<file path="config.mk">
export PLATFORM = sky130hd
export DESIGN_NAME = min_tree_pipe_flat
export DESIGN_NICKNAME = d
export VERILOG_FILES = /design/src/rtl/min_tree_pkg.sv /design/src/rtl/min_tree_pipe_if.sv /design/src/rtl/min_tree_node.sv /design/src/rtl/min_tree_pipe.sv /design/src/flat_wrapper.sv
export SDC_FILE = /design/constraint.sdc
export NUM_CORES = 1
export LEC_CHECK = 0
export ABC_CLOCK_PERIOD_IN_PS = 3600
export CORE_MARGIN = 2
export CORE_UTILIZATION = 58
export DETAILED_ROUTE_END_ITERATION = 12
export PLACE_DENSITY = 0.83
export SLEW_MARGIN = 20
export SYNTH_ARGS = -nofsm -noshare
export SYNTH_HDL_FRONTEND = slang
export SYNTH_HIERARCHICAL = 1
export SYNTH_SLANG_ARGS = --single-unit
</file>
<file path="constraint.sdc">
create_clock -name clk -period 3.6 [get_ports clk]
set_clock_uncertainty 0.2 [all_clocks]
set_input_delay 1.08 -clock clk [delete_from_list [all_inputs] [get_ports clk]]
set_output_delay 1.08 -clock clk [all_outputs]
set_load 0.005 [all_outputs]
</file>
<file path="src/rtl/min_tree_pkg.sv">
// Shared definitions for the min_tree_pipe extreme-value selector.
//
// Contents:
//   MODE_MIN / MODE_MAX  values of in_mode / out_mode
//   clog2()              ceiling log2, used for index width and tree depth
//
// The tree node record {valid, data[W], idx[IDX_W], tie} depends on the
// module parameters W and IDX_W, so it is declared as node_t inside
// min_tree_pipe (a package cannot carry parameterised types). The field
// order below is the order used there; NODE_FIELDS documents it.
//
// Optional build macro: MIN_TREE_SIGNED_EN (see min_tree_node).
package min_tree_pkg;

    localparam logic MODE_MIN = 1'b0;
    localparam logic MODE_MAX = 1'b1;

    // Field order of the per-node record: valid, data, idx, tie.
    localparam int NODE_FIELDS = 4;

    // Smallest r with 2**r >= n.
    function automatic int clog2(input int n);
        int r;
        r = 0;
        while ((1 << r) < n) begin
            r = r + 1;
        end
        return r;
    endfunction

endpackage

</file>
<file path="src/rtl/min_tree_pipe_if.sv">
// Handshake bundle for min_tree_pipe.
//
// Valid/ready semantics (both sides): a beat transfers on the rising clock
// edge where valid and ready are both high. A source holding valid high must
// keep its payload stable until that edge; ready may be high or low freely
// and does not depend on valid.
//
// Signals:
//   in_valid / in_ready    input beat handshake
//   in_data [N_IN*W]       channel i at [i*W +: W]
//   in_mode                0 = min, 1 = max, travels with the beat
//   out_valid / out_ready  result handshake
//   out_data [W]           winning channel value
//   out_idx [IDX_W]        winning channel index
//   out_tie                two or more channels hold the extreme value
//   out_mode               mode the result was computed with
//
// Modports: master = producer/consumer side (testbench, system),
//           slave  = the selector block.
interface min_tree_pipe_if
    import min_tree_pkg::*;
#(
    parameter int N_IN = 4,
    parameter int W    = 8
);
    localparam int IDX_W = clog2(N_IN);

    logic                in_valid;
    logic                in_ready;
    logic [N_IN*W-1:0]   in_data;
    logic                in_mode;
    logic                out_valid;
    logic                out_ready;
    logic [W-1:0]        out_data;
    logic [IDX_W-1:0]    out_idx;
    logic                out_tie;
    logic                out_mode;

    modport master (
        output in_valid, in_data, in_mode, out_ready,
        input  in_ready, out_valid, out_data, out_idx, out_tie, out_mode
    );

    modport slave (
        input  in_valid, in_data, in_mode, out_ready,
        output in_ready, out_valid, out_data, out_idx, out_tie, out_mode
    );

endinterface

</file>
<file path="src/rtl/min_tree_node.sv">
// Combinational 2-input compare cell of the extreme-value tree.
//
// Ports:
//   mode                          0 = min, 1 = max
//   a_valid/a_data/a_idx/a_tie    left (lower-index) node
//   b_valid/b_data/b_idx/b_tie    right (higher-index) node
//   y_valid/y_data/y_idx/y_tie    winning node
//
// Rules: with both nodes valid, b wins only when strictly better, so equal
// values resolve to the lower index and set tie. With one valid node it wins
// and keeps its own tie. With none valid the output is invalid.
//
// Build macro MIN_TREE_SIGNED_EN: compare as two's-complement signed.
// Default: unsigned compare.
module min_tree_node
    import min_tree_pkg::*;
#(
    parameter int W     = 8,
    parameter int IDX_W = 2
) (
    input  logic             mode,
    input  logic             a_valid,
    input  logic [W-1:0]     a_data,
    input  logic [IDX_W-1:0] a_idx,
    input  logic             a_tie,
    input  logic             b_valid,
    input  logic [W-1:0]     b_data,
    input  logic [IDX_W-1:0] b_idx,
    input  logic             b_tie,
    output logic             y_valid,
    output logic [W-1:0]     y_data,
    output logic [IDX_W-1:0] y_idx,
    output logic             y_tie
);
    logic b_lt;
    logic b_gt;
    logic equal;
    logic b_better;
    logic pick_b;

`ifdef MIN_TREE_SIGNED_EN
    assign b_lt = $signed(b_data) < $signed(a_data);
    assign b_gt = $signed(b_data) > $signed(a_data);
`else
    assign b_lt = b_data < a_data;
    assign b_gt = b_data > a_data;
`endif

    assign equal    = (a_data == b_data);
    assign b_better = (mode == MODE_MAX) ? b_gt : b_lt;

    always_comb begin
        pick_b = 1'b0;
        y_tie  = 1'b0;
        if (a_valid && b_valid) begin
            pick_b = b_better;
            y_tie  = equal ? 1'b1 : (b_better ? b_tie : a_tie);
        end else if (b_valid) begin
            pick_b = 1'b1;
            y_tie  = b_tie;
        end else if (a_valid) begin
            y_tie  = a_tie;
        end
    end

    assign y_valid = a_valid | b_valid;
    assign y_data  = pick_b ? b_data : a_data;
    assign y_idx   = pick_b ? b_idx  : a_idx;

endmodule

</file>
<file path="src/rtl/min_tree_pipe.sv">
// Pipelined extreme-value (min or max) selector over N_IN channels of W bits.
//
// Ports:
//   clk    rising-edge clock
//   rst    asynchronous active-high reset; clears every stage, in_ready low
//   bus    min_tree_pipe_if.slave: in_* beat in, out_* result out
//          (the interface instance must use the same N_IN and W)
//
// Structure: N_IN is padded to 2**LVL leaves; pad leaves are invalid nodes
// and can never win. Tree level k (k = 0..LVL-1) is a row of min_tree_node
// cells whose results are registered in stage k together with a stage valid
// and the beat's mode, so the result appears LVL cycles after acceptance.
//
// Flow control: stage k loads when it is empty or its content moves on;
// the last stage moves on out_ready. This lets bubbles collapse under
// backpressure and keeps out_* frozen while out_valid & ~out_ready.
//
// Build macro MIN_TREE_SIGNED_EN: signed channel compare (in min_tree_node).
module min_tree_pipe
    import min_tree_pkg::*;
#(
    parameter int N_IN = 4,
    parameter int W    = 8
) (
    input  logic              clk,
    input  logic              rst,
    min_tree_pipe_if.slave    bus
);
    localparam int IDX_W = clog2(N_IN);
    localparam int LVL   = clog2(N_IN);
    localparam int P     = 1 << LVL;

    typedef struct packed {
        logic             valid;
        logic [W-1:0]     data;
        logic [IDX_W-1:0] idx;
        logic             tie;
    } node_t;

    node_t        leaf [P];
    logic [LVL-1:0] v;          // stage valids
    logic [LVL:0]   ld;         // ld[k]: stage k may load; ld[LVL] = out_ready
    logic         in_ready;
    logic         in_fire;
    node_t        res;
    logic         res_mode;

    // Leaves: real channels carry their own index, pads are invalid.
    for (genvar i = 0; i < P; i++) begin : g_leaf
        if (i < N_IN) begin : g_real
            assign leaf[i] = '{valid: 1'b1, data: bus.in_data[i*W +: W],
                               idx: IDX_W'(i), tie: 1'b0};
        end else begin : g_pad
            assign leaf[i] = '0;
        end
    end

    // A stage can load if it is empty or the stage after it can load.
    always_comb begin
        ld      = '0;
        ld[LVL] = bus.out_ready;
        for (int k = LVL - 1; k >= 0; k--) begin
            ld[k] = ~v[k] | ld[k+1];
        end
    end

    assign in_ready     = ~rst & ld[0];
    assign in_fire      = bus.in_valid & in_ready;
    assign bus.in_ready = in_ready;

    for (genvar k = 0; k < LVL; k++) begin : g_stg
        localparam int CNT = P >> (k + 1);

        node_t src [2*CNT];
        node_t d   [CNT];
        node_t q   [CNT];
        logic  src_valid;
        logic  src_mode;
        logic  vq;
        logic  mq;

        if (k == 0) begin : g_from_in
            assign src_valid = in_fire;
            assign src_mode  = bus.in_mode;
            for (genvar j = 0; j < 2*CNT; j++) begin : g_src
                assign src[j] = leaf[j];
            end
        end else begin : g_from_stg
            assign src_valid = g_stg[k-1].vq;
            assign src_mode  = g_stg[k-1].mq;
            for (genvar j = 0; j < 2*CNT; j++) begin : g_src
                assign src[j] = g_stg[k-1].q[j];
            end
        end

        for (genvar j = 0; j < CNT; j++) begin : g_node
            logic             y_valid;
            logic [W-1:0]     y_data;
            logic [IDX_W-1:0] y_idx;
            logic             y_tie;

            min_tree_node #(
                .W     (W),
                .IDX_W (IDX_W)
            ) u_node (
                .mode    (src_mode),
                .a_valid (src[2*j].valid),
                .a_data  (src[2*j].data),
                .a_idx   (src[2*j].idx),
                .a_tie   (src[2*j].tie),
                .b_valid (src[2*j+1].valid),
                .b_data  (src[2*j+1].data),
                .b_idx   (src[2*j+1].idx),
                .b_tie   (src[2*j+1].tie),
                .y_valid (y_valid),
                .y_data  (y_data),
                .y_idx   (y_idx),
                .y_tie   (y_tie)
            );

            assign d[j] = '{valid: y_valid, data: y_data, idx: y_idx, tie: y_tie};
        end

        // Payload only loads with a real beat so an idle stage keeps its
        // last value instead of tracking the input bus.
        always_ff @(posedge clk or posedge rst) begin
            if (rst) begin
                vq <= 1'b0;
                mq <= 1'b0;
                for (int j = 0; j < CNT; j++) begin
                    q[j] <= '0;
                end
            end else if (ld[k]) begin
                vq <= src_valid;
                if (src_valid) begin
                    mq <= src_mode;
                    for (int j = 0; j < CNT; j++) begin
                        q[j] <= d[j];
                    end
                end
            end
        end

        assign v[k] = vq;

        if (k == LVL - 1) begin : g_out
            assign res      = q[0];
            assign res_mode = mq;
        end
    end

    assign bus.out_valid = v[LVL-1];
    assign bus.out_data  = res.data;
    assign bus.out_idx   = res.idx;
    assign bus.out_tie   = res.tie;
    assign bus.out_mode  = res_mode;

endmodule

</file>
<file path="src/flat_wrapper.sv">
// flat-port wrapper written by rule: the top's interface ports become plain ports
module min_tree_pipe_flat import min_tree_pkg::*;
#(
    parameter int N_IN = 4,
    parameter int W    = 8
)
  (clk, rst, bus_in_valid, bus_in_data, bus_in_mode, bus_out_ready, bus_in_ready, bus_out_valid, bus_out_data, bus_out_idx, bus_out_tie, bus_out_mode);
  min_tree_pipe_if #(.N_IN(N_IN), .W(W)) bus_i ();
  input  logic clk;
  input  logic rst;
  input wire logic [$bits(bus_i.in_valid)-1:0] bus_in_valid;
  input wire logic [$bits(bus_i.in_data)-1:0] bus_in_data;
  input wire logic [$bits(bus_i.in_mode)-1:0] bus_in_mode;
  input wire logic [$bits(bus_i.out_ready)-1:0] bus_out_ready;
  output wire logic [$bits(bus_i.in_ready)-1:0] bus_in_ready;
  output wire logic [$bits(bus_i.out_valid)-1:0] bus_out_valid;
  output wire logic [$bits(bus_i.out_data)-1:0] bus_out_data;
  output wire logic [$bits(bus_i.out_idx)-1:0] bus_out_idx;
  output wire logic [$bits(bus_i.out_tie)-1:0] bus_out_tie;
  output wire logic [$bits(bus_i.out_mode)-1:0] bus_out_mode;
  assign bus_i.in_valid = bus_in_valid;
  assign bus_i.in_data = bus_in_data;
  assign bus_i.in_mode = bus_in_mode;
  assign bus_i.out_ready = bus_out_ready;
  assign bus_in_ready = bus_i.in_ready;
  assign bus_out_valid = bus_i.out_valid;
  assign bus_out_data = bus_i.out_data;
  assign bus_out_idx = bus_i.out_idx;
  assign bus_out_tie = bus_i.out_tie;
  assign bus_out_mode = bus_i.out_mode;
  min_tree_pipe #(.N_IN(N_IN), .W(W)) u_core (.clk(clk), .rst(rst), .bus(bus_i));
endmodule
</file>
Word level (Yosys, flattened, before mapping)

Index checks and enable logic that the tools add are counted.

$lt $le $gt $ge: 6
Eq/ne operators: 3
Muxes and demuxes: 15
Bitwise operators: 7
Reductions and logical operators: 2

Operators by type and width:

| cell                       | number |
|---|---|
| equality test 8 bit        | 3 |
| > comparator 8 bit         | 3 |
| less-than comparator 8 bit | 3 |
| two-way mux 8 bit          | 3 |
| two-way mux 1 bit          | 11 |
| AND reduction 2 bit        | 2 |
| NOT 1 bit                  | 3 |
| AND 1 bit                  | 2 |
| two-way mux 2 bit          | 1 |
| OR 1 bit                   | 2 |

Register bits: 38
Bits of input ports: 37
Output and inout bits: 14
Word-level logic and storage cells: 47

Logic depth before layout (Yosys ltp)

Word-level depth: 6
Gate-level depth with buffers: 9
Mapped depth without buffers: 8

By module

The synthesis kept the hierarchy.

By module, submodules not included:

| module        | times used | cells each | area an instance (um^2) | sequential area each (um^2) |
|---|---|---|---|---|
| min_tree_node | 3          | 120        | 862.1                   | 0.0 |
| min_tree_pipe | 1          | 90         | 1577.8                  | 975.9 |

Worst setup path before layout

OpenSTA, ideal clock, no wires.

Path kind: input port to output port
Start point: input rst
End point: output bus_in_ready
Arrival time: 2.214 ns
Data required time: 2.320 ns
Slack: 0.106 ns
Cell stages on the path: 2
Buffers on the path: 0
Path through: inv_1 and2_1

Cells in the longest elaborated chain, start to end: 2

RTL lines:

| what               | line                | text |
|---|---|---|
| start: declaration | flat_wrapper.sv:10  | `input logic rst;` |
| NOT 1 bit          | min_tree_pipe.sv:67 | `assign in_ready = ~rst & ld[0];` |
| AND 1 bit          | min_tree_pipe.sv:67 |  |
| end: declaration   | flat_wrapper.sv:15  | `output wire logic [$bits(bus_i.in_ready)-1:0] bus_in_ready;` |

No other way between the ends.

Final worst setup path

Start point: input bus_in_data[6]
End point: register u_core/g_stg[0].q[15] (netlist bit)

Cells in the longest elaborated chain, start to end: 3
Elaborated cells between the ends (all ways): 4
Those cells by class: order compare (2); mux (2)

RTL lines:

| what                                                                    | line                                     | text |
|---|---|---|
| start: declaration                                                      | flat_wrapper.sv:12                       | `input wire logic [$bits(bus_i.in_data)-1:0] bus_in_data;` |
| less-than comparator 8 bit / > comparator 8 bit (equally long branches) | min_tree_node.sv:45, min_tree_node.sv:46 |  |
| two-way mux 1 bit *                                                     | min_tree_node.sv:50                      | `assign b_better = (mode == MODE_MAX) ? b_gt : b_lt;` |
| two-way mux 8 bit *                                                     | min_tree_node.sv:67                      | `assign y_data = pick_b ? b_data : a_data;` |
| net u_core.g_stg[0].g_node[0].y_data[0]                                 | min_tree_pipe.sv:98                      | `logic [W-1:0] y_data;` |
| end signal: indexed assignment                                          | min_tree_pipe.sv:138                     | `q[j] <= d[j];` |
| end: declaration                                                        | min_tree_pipe.sv:76                      | `node_t q [CNT];` |

Mark *: on every way through the listed nets, which the timed path passes. The rest lies on a longest branch.
A chain may end at the register's enable or synchronous reset.

==> impl_results.md <==
* Pin count of the biggest net entering global routing at between 40 and 50
* DR WL/cell at around 15 um
* HP Class: reg2reg
* Fillers at around 500
* Total wire length at 9.89 mm
* Die W at a little under 90 um
* Achievable frequency at about 290 MHz
* Hold Vio Cnt, Final at 0
* Pwr Density at ~410 nW/um^2
* DRT met1 WL at between 4 and 5 mm
* Total track usage at 0.262
* DP Area at between 5000 and 6000 um^2
* First-pass GRT wire length at between 15 and 20 mm
* Most frequent cells in the layout: nand2_1, clkdlybuf4s50_1, conb_1, dfrtp_1, inv_1
* Die height at between 80 and 90 um
* Multi-input logic area at about 3000 um^2
* TritonCTS clock tree: yes
* Setup bufs post-CTS at 0
* Leakage power at around 2.3 nW
* CTS buffer count at 5
* WP data required at around 3.6 ns
* Post-DR vias/cell at 5.85
* Outcome: finished, final reports clean
* CTS sink cnt at 39
* Initial core utilization at 0.606
* Post-CTS sizing at 0
* Total number of vias at 3,819
* WL met3 at 434 um
* Worst-path fanout max at 10
* 1st-iter DRT viols at 326
* Mapped Cells at 449
* Rows at 30
* Port buffer count at 50
* Clk_lat worst skew at 0.29 ns
* Final instance area at just over 5000 um^2
* HPWL after detailed placement at 7.50 mm
* DRC at 0
* Final nets at 617
* Worst-margin pin slew at roughly 0.6 ns
* FF/Latch Area at a little under 1000 um^2
* Final Power at approximately 2.1 mW
* Vias in the first global route at around 3.6k
* Top routing layer used: met4
* Synth warn at 6
* Antenna violations before repair at 0
* Worst setup path class: in2reg
* # Max-Cap Violations at 0
* GRT Residual Overflow at 0
* Detail Route Antenna Nets at 0
* Most common cell after layout, fill and taps aside: nand2_1
* Avg Cell Area, Syn at 9.27 um^2
* Root buf cell: clkbuf_8
* Max VDD drop at 0.204 mV
* CTS hold repair buffers at 0
* Drt pass-1 iters at 5
* Core area at between 6000 and 7000 um^2
* Period minus WS final at 3.47 ns
* DIE AREA at between 7000 and 8000 um^2
* H-tree Lvls at 2
* Synth Cell Area at between 4000 and 5000 um^2
* Setup TNS at 0 ns
* Crit end category: flip-flop
* Area growth syn-to-layout at 23.2%
* Critical Path Start Type: input pin
* RSZ-0062 raised after global routing: true
* Setup violations, final at 0
* RePlAce Congestion at 0.869
* I/O Pins at 51
* Fraction of layout cells with a size suffix above 1 at 0.321
* DR WL met2 at 4.85 mm
* Fin Hold WS at between 0.3 and 0.4 ns
* Arr. time, crit path at roughly 3.5 ns
* N_diodes at 0
* Worst slew margin at 0.591
* Clock buffer depth at 2
* Count of pins over their slew limit at 0
* Reg clk slew, reported paths at about 0.07 ns
* Crit share post-route at 0.965
-- per-layer routing --
| layer | vias to the layer above | track usage |
|---|---|---|
| li1 | 1835 | - |
| met1 | 1823 | 0.339 |
| met2 | 138 | 0.459 |
| met3 | 23 | 0.0317 |
| met4 | 0 | 0.0716 |
| met5 | - | 0 |
-- state kept, by name, summed over array words and instances (netlist names) --
signal                cells
u_core/g_stg.q           24
u_core/bus.out_data       8
u_core/bus.out_valid      1
u_core/bus.out_mode       1
u_core/bus.out_tie        1
u_core/bus.out_idx        2
u_core/g_stg.vq           1
u_core/g_stg.mq           1
-- power breakdown --
part,switching (mW),internal [mW],total [mW]
Combinational,0.520,0.603,1.12
Sequential,0.117,0.569,0.686
Clock,0.148,0.136,0.284
-- final cells by class --
cell class | instances | area share
repair buffers | 88 | 0.166
well taps | 96 | 0.0234
inverters | 35 | 0.0256
multi-input cells | 387 | 0.579
clock inverters | 1 | 0.000976
flip-flops and latches | 39 | 0.190
clock buffers | 7 | 0.0149
-- metrics by stage --
stage / cells / util / setup WS [ns]
global route: 653 / 0.746 / -0.00283
global placement: 645 / 0.734 / -0.0481
finish: 653 / 0.746 / 0.128
CTS: 653 / 0.746 / 0.00330
detailed placement: 645 / 0.734 / -0.126
floorplan: 491 / - / 0.106
-- worst max-delay path: stages --
cell             delay [ns]
clkdlybuf4s50_1        0.49
inv_1                  0.05
ha_1                   0.34
a21oi_1                0.24
o21ai_2                0.14
buf_4                  0.16
nand2b_1               0.28
o21ai_0                0.28
o211ai_2               0.12
mux2_2                 0.28
-- path summary, 6_finish.rpt --
| path | from | to | slack (ns) | cells past startpoint |
|---|---|---|---|---|
| max reg2reg | u_core/g_stg[0].q[21] | u_core/bus.out_data[3] | 0.73 | 9 |
| max | bus_in_data[6] | u_core/g_stg[0].q[15] | 0.13 | 10 |
| min | u_core/bus.out_idx[0] | u_core/bus.out_idx[0] | 0.31 | 1 |
| max in group asynchronous | rst | u_core/bus.out_data[2] | 1.78 | 3 |
| min in group asynchronous | rst | u_core/g_stg[0].q[20] | 1.06 | 3 |
| min reg2reg | u_core/bus.out_idx[0] | u_core/bus.out_idx[0] | 0.31 | 1 |
No activity file was read; power rests on OpenSTA's default activity.
